## config.mk

```make
export PLATFORM = sky130hd
export DESIGN_NAME = inverse_zigzag
export DESIGN_NICKNAME = d
export VERILOG_FILES = /design/src/rtl/inv_zz_pkg.sv /design/src/rtl/inv_zz_bank_ram.sv /design/src/rtl/inverse_zigzag.sv
export SDC_FILE = /design/constraint.sdc
export NUM_CORES = 2
export LEC_CHECK = 0
export ABC_CLOCK_PERIOD_IN_PS = 6050
export CORE_ASPECT_RATIO = 0.9
export CORE_MARGIN = 2
export CORE_UTILIZATION = 25
export CTS_CLUSTER_DIAMETER = 40
export DETAILED_ROUTE_END_ITERATION = 12
export GPL_ROUTABILITY_DRIVEN = 0
export PLACE_DENSITY = 0.45
export SYNTH_ARGS = -nofsm -noshare
export SYNTH_HDL_FRONTEND = slang
export SYNTH_HIERARCHICAL = 1
export SYNTH_MEMORY_MAX_BITS = 65536
export SYNTH_SLANG_ARGS = --single-unit
```

## constraint.sdc

```tcl
create_clock -name clk -period 6.05 [get_ports clk]
set_input_delay 1.815 -clock clk [delete_from_list [all_inputs] [get_ports clk]]
set_output_delay 1.815 -clock clk [all_outputs]
set_load 0.05 [all_outputs]
```

## src/rtl/inv_zz_pkg.sv

```systemverilog
// Shared constants and the zigzag-scan-position to raster-address table.
package inv_zz_pkg;
    localparam int BLK_SIZE = 64;
    localparam int ADDR_W   = 6;

    localparam logic [ADDR_W-1:0] ZZ_TAB [BLK_SIZE] = '{
         0,  1,  8, 16,  9,  2,  3, 10, 17, 24, 32, 25, 18, 11,  4,  5,
        12, 19, 26, 33, 40, 48, 41, 34, 27, 20, 13,  6,  7, 14, 21, 28,
        35, 42, 49, 56, 57, 50, 43, 36, 29, 22, 15, 23, 30, 37, 44, 51,
        58, 59, 52, 45, 38, 31, 39, 46, 53, 60, 61, 54, 47, 55, 62, 63
    };

    function automatic logic [ADDR_W-1:0] zz2raster(input logic [ADDR_W-1:0] k);
        return ZZ_TAB[k];
    endfunction
endpackage

```

## src/rtl/inv_zz_bank_ram.sv

```systemverilog
// Two-bank simple dual-port RAM with a registered read port.
module inv_zz_bank_ram #(
    parameter int DATA_WIDTH = 32,
    parameter int ADDR_W     = 6
) (
    input  logic                  clk,
    input  logic                  wr_en,
    input  logic                  wr_bank,
    input  logic [ADDR_W-1:0]     wr_addr,
    input  logic [DATA_WIDTH-1:0] wr_data,
    input  logic                  rd_en,
    input  logic                  rd_bank,
    input  logic [ADDR_W-1:0]     rd_addr,
    output logic [DATA_WIDTH-1:0] rd_data
);
    logic [DATA_WIDTH-1:0] mem [2*(1<<ADDR_W)];

    always_ff @(posedge clk) begin
        if (wr_en) mem[{wr_bank, wr_addr}] <= wr_data;
        if (rd_en) rd_data <= mem[{rd_bank, rd_addr}];
    end
endmodule

```

## src/rtl/inverse_zigzag.sv

```systemverilog
// Zigzag-to-raster reorder for 8x8 coefficient blocks using a ping-pong
// bank pair; one bank fills while the other drains through a 2-entry skid.
module inverse_zigzag
    import inv_zz_pkg::*;
#(
    parameter int DATA_WIDTH = 32
) (
    input  logic                  clk,
    input  logic                  rst,
    input  logic [DATA_WIDTH-1:0] in_data,
    input  logic                  in_valid,
    output logic                  in_ready,
    input  logic                  in_last,
    output logic [DATA_WIDTH-1:0] out_data,
    output logic                  out_valid,
    input  logic                  out_ready,
    output logic                  out_last,
    output logic                  err_framing
);
    localparam logic [ADDR_W-1:0] LAST_ADDR = ADDR_W'(BLK_SIZE - 1);

    logic [1:0]            bank_full;
    logic                  wr_sel, rd_sel;
    logic [ADDR_W-1:0]     wr_cnt, rd_cnt;
    logic                  wr_fire, wr_end, rd_issue, rd_end, pop;
    logic                  rd_vld, rd_last;
    logic [DATA_WIDTH-1:0] rd_data;
    logic [DATA_WIDTH-1:0] skid_data [2];
    logic [1:0]            skid_last;
    logic [1:0]            occ, occ_kept;

    assign in_ready = ~rst & ~bank_full[wr_sel];
    assign wr_fire  = in_valid & in_ready;
    assign wr_end   = wr_fire & (wr_cnt == LAST_ADDR);
    assign pop      = out_valid & out_ready;

    // Count the entry leaving this cycle as free so a word can be issued
    // every cycle while the consumer keeps up.
    assign occ_kept = occ - {1'b0, pop};
    assign rd_issue = bank_full[rd_sel] & ((occ_kept + {1'b0, rd_vld}) < 2'd2);
    assign rd_end   = rd_issue & (rd_cnt == LAST_ADDR);

    assign out_valid = (occ != 2'd0);
    assign out_data  = skid_data[0];
    assign out_last  = skid_last[0];

    inv_zz_bank_ram #(.DATA_WIDTH(DATA_WIDTH), .ADDR_W(ADDR_W)) u_ram (
        .clk     (clk),
        .wr_en   (wr_fire),
        .wr_bank (wr_sel),
        .wr_addr (zz2raster(wr_cnt)),
        .wr_data (in_data),
        .rd_en   (rd_issue),
        .rd_bank (rd_sel),
        .rd_addr (rd_cnt),
        .rd_data (rd_data)
    );

    always_ff @(posedge clk) begin
        if (rst) begin
            bank_full   <= 2'b00;
            wr_sel      <= 1'b0;
            rd_sel      <= 1'b0;
            wr_cnt      <= '0;
            rd_cnt      <= '0;
            err_framing <= 1'b0;
            rd_vld      <= 1'b0;
            rd_last     <= 1'b0;
        end else begin
            if (wr_fire) begin
                wr_cnt <= wr_cnt + 1'b1;
                // in_last never realigns the counter; it only flags disagreement
                if (in_last != (wr_cnt == LAST_ADDR)) err_framing <= 1'b1;
            end
            if (wr_end) begin
                bank_full[wr_sel] <= 1'b1;
                wr_sel            <= ~wr_sel;
            end
            if (rd_issue) rd_cnt <= rd_cnt + 1'b1;
            if (rd_end) begin
                bank_full[rd_sel] <= 1'b0;
                rd_sel            <= ~rd_sel;
            end
            rd_vld  <= rd_issue;
            rd_last <= rd_end;
        end
    end

    always_ff @(posedge clk) begin
        if (rst) begin
            occ          <= 2'd0;
            skid_data[0] <= '0;
            skid_data[1] <= '0;
            skid_last    <= 2'b00;
        end else begin
            if (pop) begin
                skid_data[0] <= skid_data[1];
                skid_last[0] <= skid_last[1];
            end
            if (rd_vld) begin
                if (occ_kept == 2'd0) begin
                    skid_data[0] <= rd_data;
                    skid_last[0] <= rd_last;
                end else begin
                    skid_data[1] <= rd_data;
                    skid_last[1] <= rd_last;
                end
            end
            occ <= occ_kept + {1'b0, rd_vld};
        end
    end
endmodule

```

### Yosys cells after proc, flatten, opt, wreduce, memory -nomap -nowiden

Memory sizes are Yosys's and may differ from the RTL's. A register that Yosys moved wholly into a read port is not among the register bits.
Index checks and enable logic that the tools add are counted.

* register bits: 23
* RAM bits: 4160
* bits in read-only memories: 384
* input bits: 37
* output and inout bits: 36
* logic and storage cells: 85
* memories: 3

Memories
* u_ram.mem: words 128, width 32, rd ports 1, clocked after memory_dff 1, wr ports 1, RTL line inv_zz_bank_ram.sv:16 `logic [DATA_WIDTH-1:0] mem [2*(1<<ADDR_W)];`
* (no name shown): words 64, width 6, rd ports 1, clocked after memory_dff 0, wr ports 0, RTL line inv_zz_pkg.sv:14 `return ZZ_TAB[k];`
* skid_data: words 2, width 32, rd ports 2, clocked after memory_dff 0, wr ports 2, RTL line inverse_zigzag.sv:28 `logic [DATA_WIDTH-1:0] skid_data [2];`

* $add $sub $neg: 4
* $lt $le $gt $ge: 6
* equal/unequal tests: 3
* multiplexer cells: 34
* bitwise logic cells: 18
* reduce and logical (&&, ||, !) cells: 6

Operators with widths (count)
* 32-bit 2-to-1 mux: 3
* 1-bit 2-to-1 mux: 24
* 6-bit by 1-bit adder with 6-bit output, second input constant: 2
* 6-bit equality test, second input constant: 2
* 6-bit 2-to-1 mux: 2
* 7-bit >= comparator, second input constant: 1
* 6-bit inverter with 7-bit output: 1
* 1-bit AND: 6
* 2-bit 2-to-1 mux: 3
* 1-bit inverter: 5
* 1-bit by 2-bit less-than comparator with 1-bit output, second input constant: 2
* 2-bit AND reduction: 2
* 1-bit bitwise OR: 3
* 2-bit by 1-bit adder with 2-bit output: 1
* 2-bit AND: 1
* 1-bit demux with 1-bit select: 2
* 1-bit >= comparator, second input constant: 2
* 1-bit logical AND: 2
* 2-bit zero test: 1
* 2-bit less-than comparator, second input constant: 1
* 2-bit inverter: 1
* 2-bit bitwise OR: 1
* 2-bit nonzero test: 1
* 2-bit by 1-bit subtractor with 2-bit output: 1
* 1-bit inequality test: 1

### Longest topological paths before layout

* depth in word-level cells: 10
* mapped depth: 12
* gate-level depth less buffers: 9

### By module

Netlist, hierarchy kept.

Modules (own cells, without submodules)
* inv_zz_bank_ram: instances 1, cells an instance 5990, area each 156596.4 um2
* inverse_zigzag: instances 1, cells an instance 463, area each 4752.1 um2

### Least setup slack after synthesis

No wires, ideal clock.

* path type: in2reg
* from: in rst
* to: mem u_ram.mem[98][0] (enable)
* setup time: 0.461 ns
* arrival: 4.995 ns
* slack: 0.594 ns
* stages on the path: 4
* cells stage by stage: nor3b_4 > clkbuf_1 > nand4_1 > nor3_1

* word-level cells in the longest chain between the ends: 5

Ends and longest elaborated chain
* start, declared: RTL line inverse_zigzag.sv:9 `input logic rst,`
* 1-bit inverter: RTL line inverse_zigzag.sv:32 `assign in_ready = ~rst & ~bank_full[wr_sel];`
* 1-bit AND: RTL line inverse_zigzag.sv:32
* 1-bit AND: RTL line inverse_zigzag.sv:33 `assign wr_fire = in_valid & in_ready;`
* 1-bit 2-to-1 mux: RTL line inv_zz_bank_ram.sv:19 `if (wr_en) mem[{wr_bank, wr_addr}] <= wr_data;`
* 1-bit 2-to-1 mux (implied by the code): RTL line inv_zz_bank_ram.sv:19
* end, declared: RTL line inv_zz_bank_ram.sv:16

No other way between the ends.

### Worst setup path in the final report

* from: reg wr_cnt[0]
* to: mem u_ram.mem[85][9] (enable)

* word-level cells in the longest chain between the ends: 4

Ends and longest elaborated chain
* start, declared: RTL line inverse_zigzag.sv:24 `logic [ADDR_W-1:0] wr_cnt, rd_cnt;`
* start signal, assigned: RTL line inverse_zigzag.sv:71 `wr_cnt <= wr_cnt + 1'b1;`
* 6-bit inverter with 7-bit output (implied by the code): RTL line inv_zz_pkg.sv:14
* memory read 64 x 6 bit
* 6-bit 2-to-1 mux (implied by the code) (2 in a row): RTL line inv_zz_pkg.sv:14

No other way between the ends. The select of a mux whose other input is x is not followed.

==> flow_metrics.tcl <==
set metrics [dict create \
    cts_sinks 4215 \
    slew_headroom_pct 19.13 \
    totalWireLength_microns 471600 \
    drt-initial-drc-count 9639 \
    fin_crit_sh_pct 86.24 \
    antenna_found_initial 87 \
    fin_area_sq_um 195800 \
    cp_max_fo 21 \
    cp.required_ps 6740 \
    seq_area_frac_synth_pct 78.30 \
    fin_nets 7107 \
    grt_pass1_vias 74990 \
    vdd_drop_max_mv 0.2836 \
    core_sq_um 642300 \
    first_pass_iters 5 \
    path_clk_slew_ps 50 \
    cellLeakagePower_nw 57.41 \
    cts_root_buf "clkbuf_16" \
    worstMarginPinSlew_ps 1213 \
    endpoint_kind "flop" \
    synthCells 6453 \
    fin_skew_ps 59.47 \
    htreeDepth 6 \
    holdWs_ps 506.3 \
    setup_ws_ps 832.8 \
    maxCapViolCount 0 \
    wl_per_cell_microns 29.19 \
    fin_util_pct 30.48 \
    drt.antenna.violating_nets 1 \
    cts_buffers 585 \
    grt.overflow.total 0 \
    synthesis.nets 6508 \
    power_mw 68.11 \
    async_reset_ff_share_pct 0 \
    crit_arrival_ps 5910 \
    clk_path_buf_depth 4 \
    postCtsSetupRepairBufs 0 \
    die_x_microns 850.8 \
    cts_tree "built" \
    die_y_microns 766.1 \
    finalSetupViolCount 0 \
    yosys_warnings 6 \
    violations "antenna rules" \
    via_per_inst 4.593 \
    hold_viol 0 \
    clk_latency_ps 1080 \
    num_vias 74220 \
    fmax_ghz 0.1917 \
    tns_ps 0 \
    grt_pass1_wl_microns 641300 \
    ys.flop_type "edfxtp_1" \
    placedCellCount 15040 \
    avgSynthCellArea_sq_um 25.00 \
    ctsHoldBuffers 0 \
    synth-seq-cells 4215 \
    grt_max_degree 129 \
    stdcell_count 16160 \
    num_rows 279 \
    io_pins 73 \
    drc 0 \
    synth_cell_type_count 53 \
    synth_enable_flop_cells 4192 \
    hpwl_microns 283800 \
    grt_use_total_pct 14.00 \
    cts_resized 0 \
    layout-drive-gt1-share_pct 37.83 \
    rsz0062_at_grt "false" \
    status "finished, violations left" \
    pre_cts_ws_ps 936.3 \
    pwr_density_cell_nw_per_um2 347.9 \
    fin_crit_ps 5217 \
    netlist_area_sq_um 161300 \
    post_dp_cell_area_sq_um 175400 \
    slew_violations 0 \
    io_buffer_count 72 \
    hp-class "flop to flop" \
    syn2layout_area_growth_pct 21.34 \
    num-fill-cells 61170 \
    crit_type "flop to flop" \
    setup.worst_path.start_class "flop" \
    start_util_pct 25.12 \
    dieArea_sq_um 651800 \
]
worst paths after layout:
path                                  start                          to  slack, ps  depth (start not counted)
hold / removal    skid_last[1]$_SDFFE_PP0P_   skid_last[1]$_SDFFE_PP0P_        510                          2
hold reg to reg   skid_last[1]$_SDFFE_PP0P_   skid_last[1]$_SDFFE_PP0P_        510                          2
setup / recovery     wr_cnt[0]$_SDFFE_PP0P_  u_ram/mem[85][9]$_DFFE_PP_        830                         10
setup reg to reg     wr_cnt[0]$_SDFFE_PP0P_  u_ram/mem[85][9]$_DFFE_PP_        830                         10
layer usage:
| metal | vias up | global-route usage, % | wire length [microns] |
|---|---|---|---|
| met2 | 2930 | 21.67 | 216600 |
| li1 | 29540 | - | - |
| met4 | 24 | 2.922 | 9364 |
| met5 | - | 0 | 157 |
| met1 | 41140 | 20.30 | 209400 |
| met3 | 580 | 3.040 | 36140 |
sequential cells by signal, indices dropped and copies added (netlist names):
| name | count |
|---|---|
| wr_sel | 1 |
| rd_last | 1 |
| err_framing | 1 |
| skid_data | 64 |
| bank_full | 2 |
| u_ram/rd_data | 32 |
| rd_vld | 1 |
| rd_cnt | 6 |
| occ | 2 |
| wr_cnt | 6 |
| skid_last | 2 |
| u_ram/mem | 4096 |
| rd_sel | 1 |
worst max-delay path, stage by stage (launching register included):
cell and delay, ps:
dfxtp_1 750, inv_1 310, ha_1 480, nor2b_1 240, a211o_1 140, a32oi_1 80, o21ai_0 610, nor2b_1 430
nand3_1 710, nor2_4 640, buf_4 420
cell usage in the layout, fill, tap and decap left out, drive strengths merged, types with 3 or more instances in the layout:
cell type and instances:
a21oi 13, clkinvlp 77, nor4 4, mux2i 9, clkinv 217, a31oi 5, and2 33, clkbuf 637
edfxtp 4192, or3 3, nand2 25, a211oi 39, nor2b 11, xnor2 4, o21ai 12, mux2 34
o31ai 5, clkdlybuf4s50 39, nand4 3, or4 4, dfxtp 23, mux4 1347, buf 352, inv 86
nand2b 7, nor3b 3, diode 48, nor3 15, bufinv 71, ha 18, o211ai 4, o21a 3
nand3 23, nor2 203
layout make-up:
cell class / count / area [sq um] / area share, %
antenna: 48 / 120.1 / 0.06135
clock buffer: 637 / 14980 / 7.653
clock inverter: 439 / 5281 / 2.698
inverter: 12 / 45.04 / 0.02301
multi-input combinational: 1847 / 34280 / 17.51
sequential: 4215 / 126400 / 64.54
tap: 8570 / 10720 / 5.477
timing repair buffer: 391 / 3984 / 2.035
cells in the mapped netlist (7+ instances only):
master | instances | area (sq um)
nor3_1 | 15 | 75.07
inv_1 | 11 | 41.29
mux4_2 | 1347 | 30340
a211oi_1 | 39 | 292.8
nor2b_1 | 11 | 68.82
and2_1 | 33 | 206.5
buf_2 | 89 | 445.4
o21ai_0 | 11 | 55.05
nand2b_1 | 7 | 43.79
buf_4 | 36 | 270.3
a21oi_1 | 12 | 60.06
clkbuf_1 | 197 | 739.5
edfxtp_1 | 4192 | 125900
nand3_1 | 23 | 115.1
mux2_2 | 33 | 371.6
nor2_1 | 203 | 762.0
nand2_1 | 25 | 93.84
mux2i_1 | 9 | 90.09
ha_1 | 18 | 225.2
buf_1 | 55 | 206.5
dfxtp_1 | 23 | 460.4
cell families after synthesis:
kind of cell             Yosys count  synth area share [%]
XOR/XNOR                           5               0.02714
buffers and inverters            391                 1.072
AND/OR/NAND/NOR                  340                0.9554
AO/OA/AOI/OAI                     94                0.4056
flip-flops                      4215                 78.30
adder cells (fa/ha/maj)           18                0.1396
multiplexers                    1390                 19.10
power by group:
group	switching [mW]	internal, mW	leakage [nW]
registers	0.0310	32.2	37.9
logic	0.764	0.127	9.81
clock network	13.7	21.3	9.64
total	14.5	53.6	57.4
No activity file was read; power rests on OpenSTA's default activity.
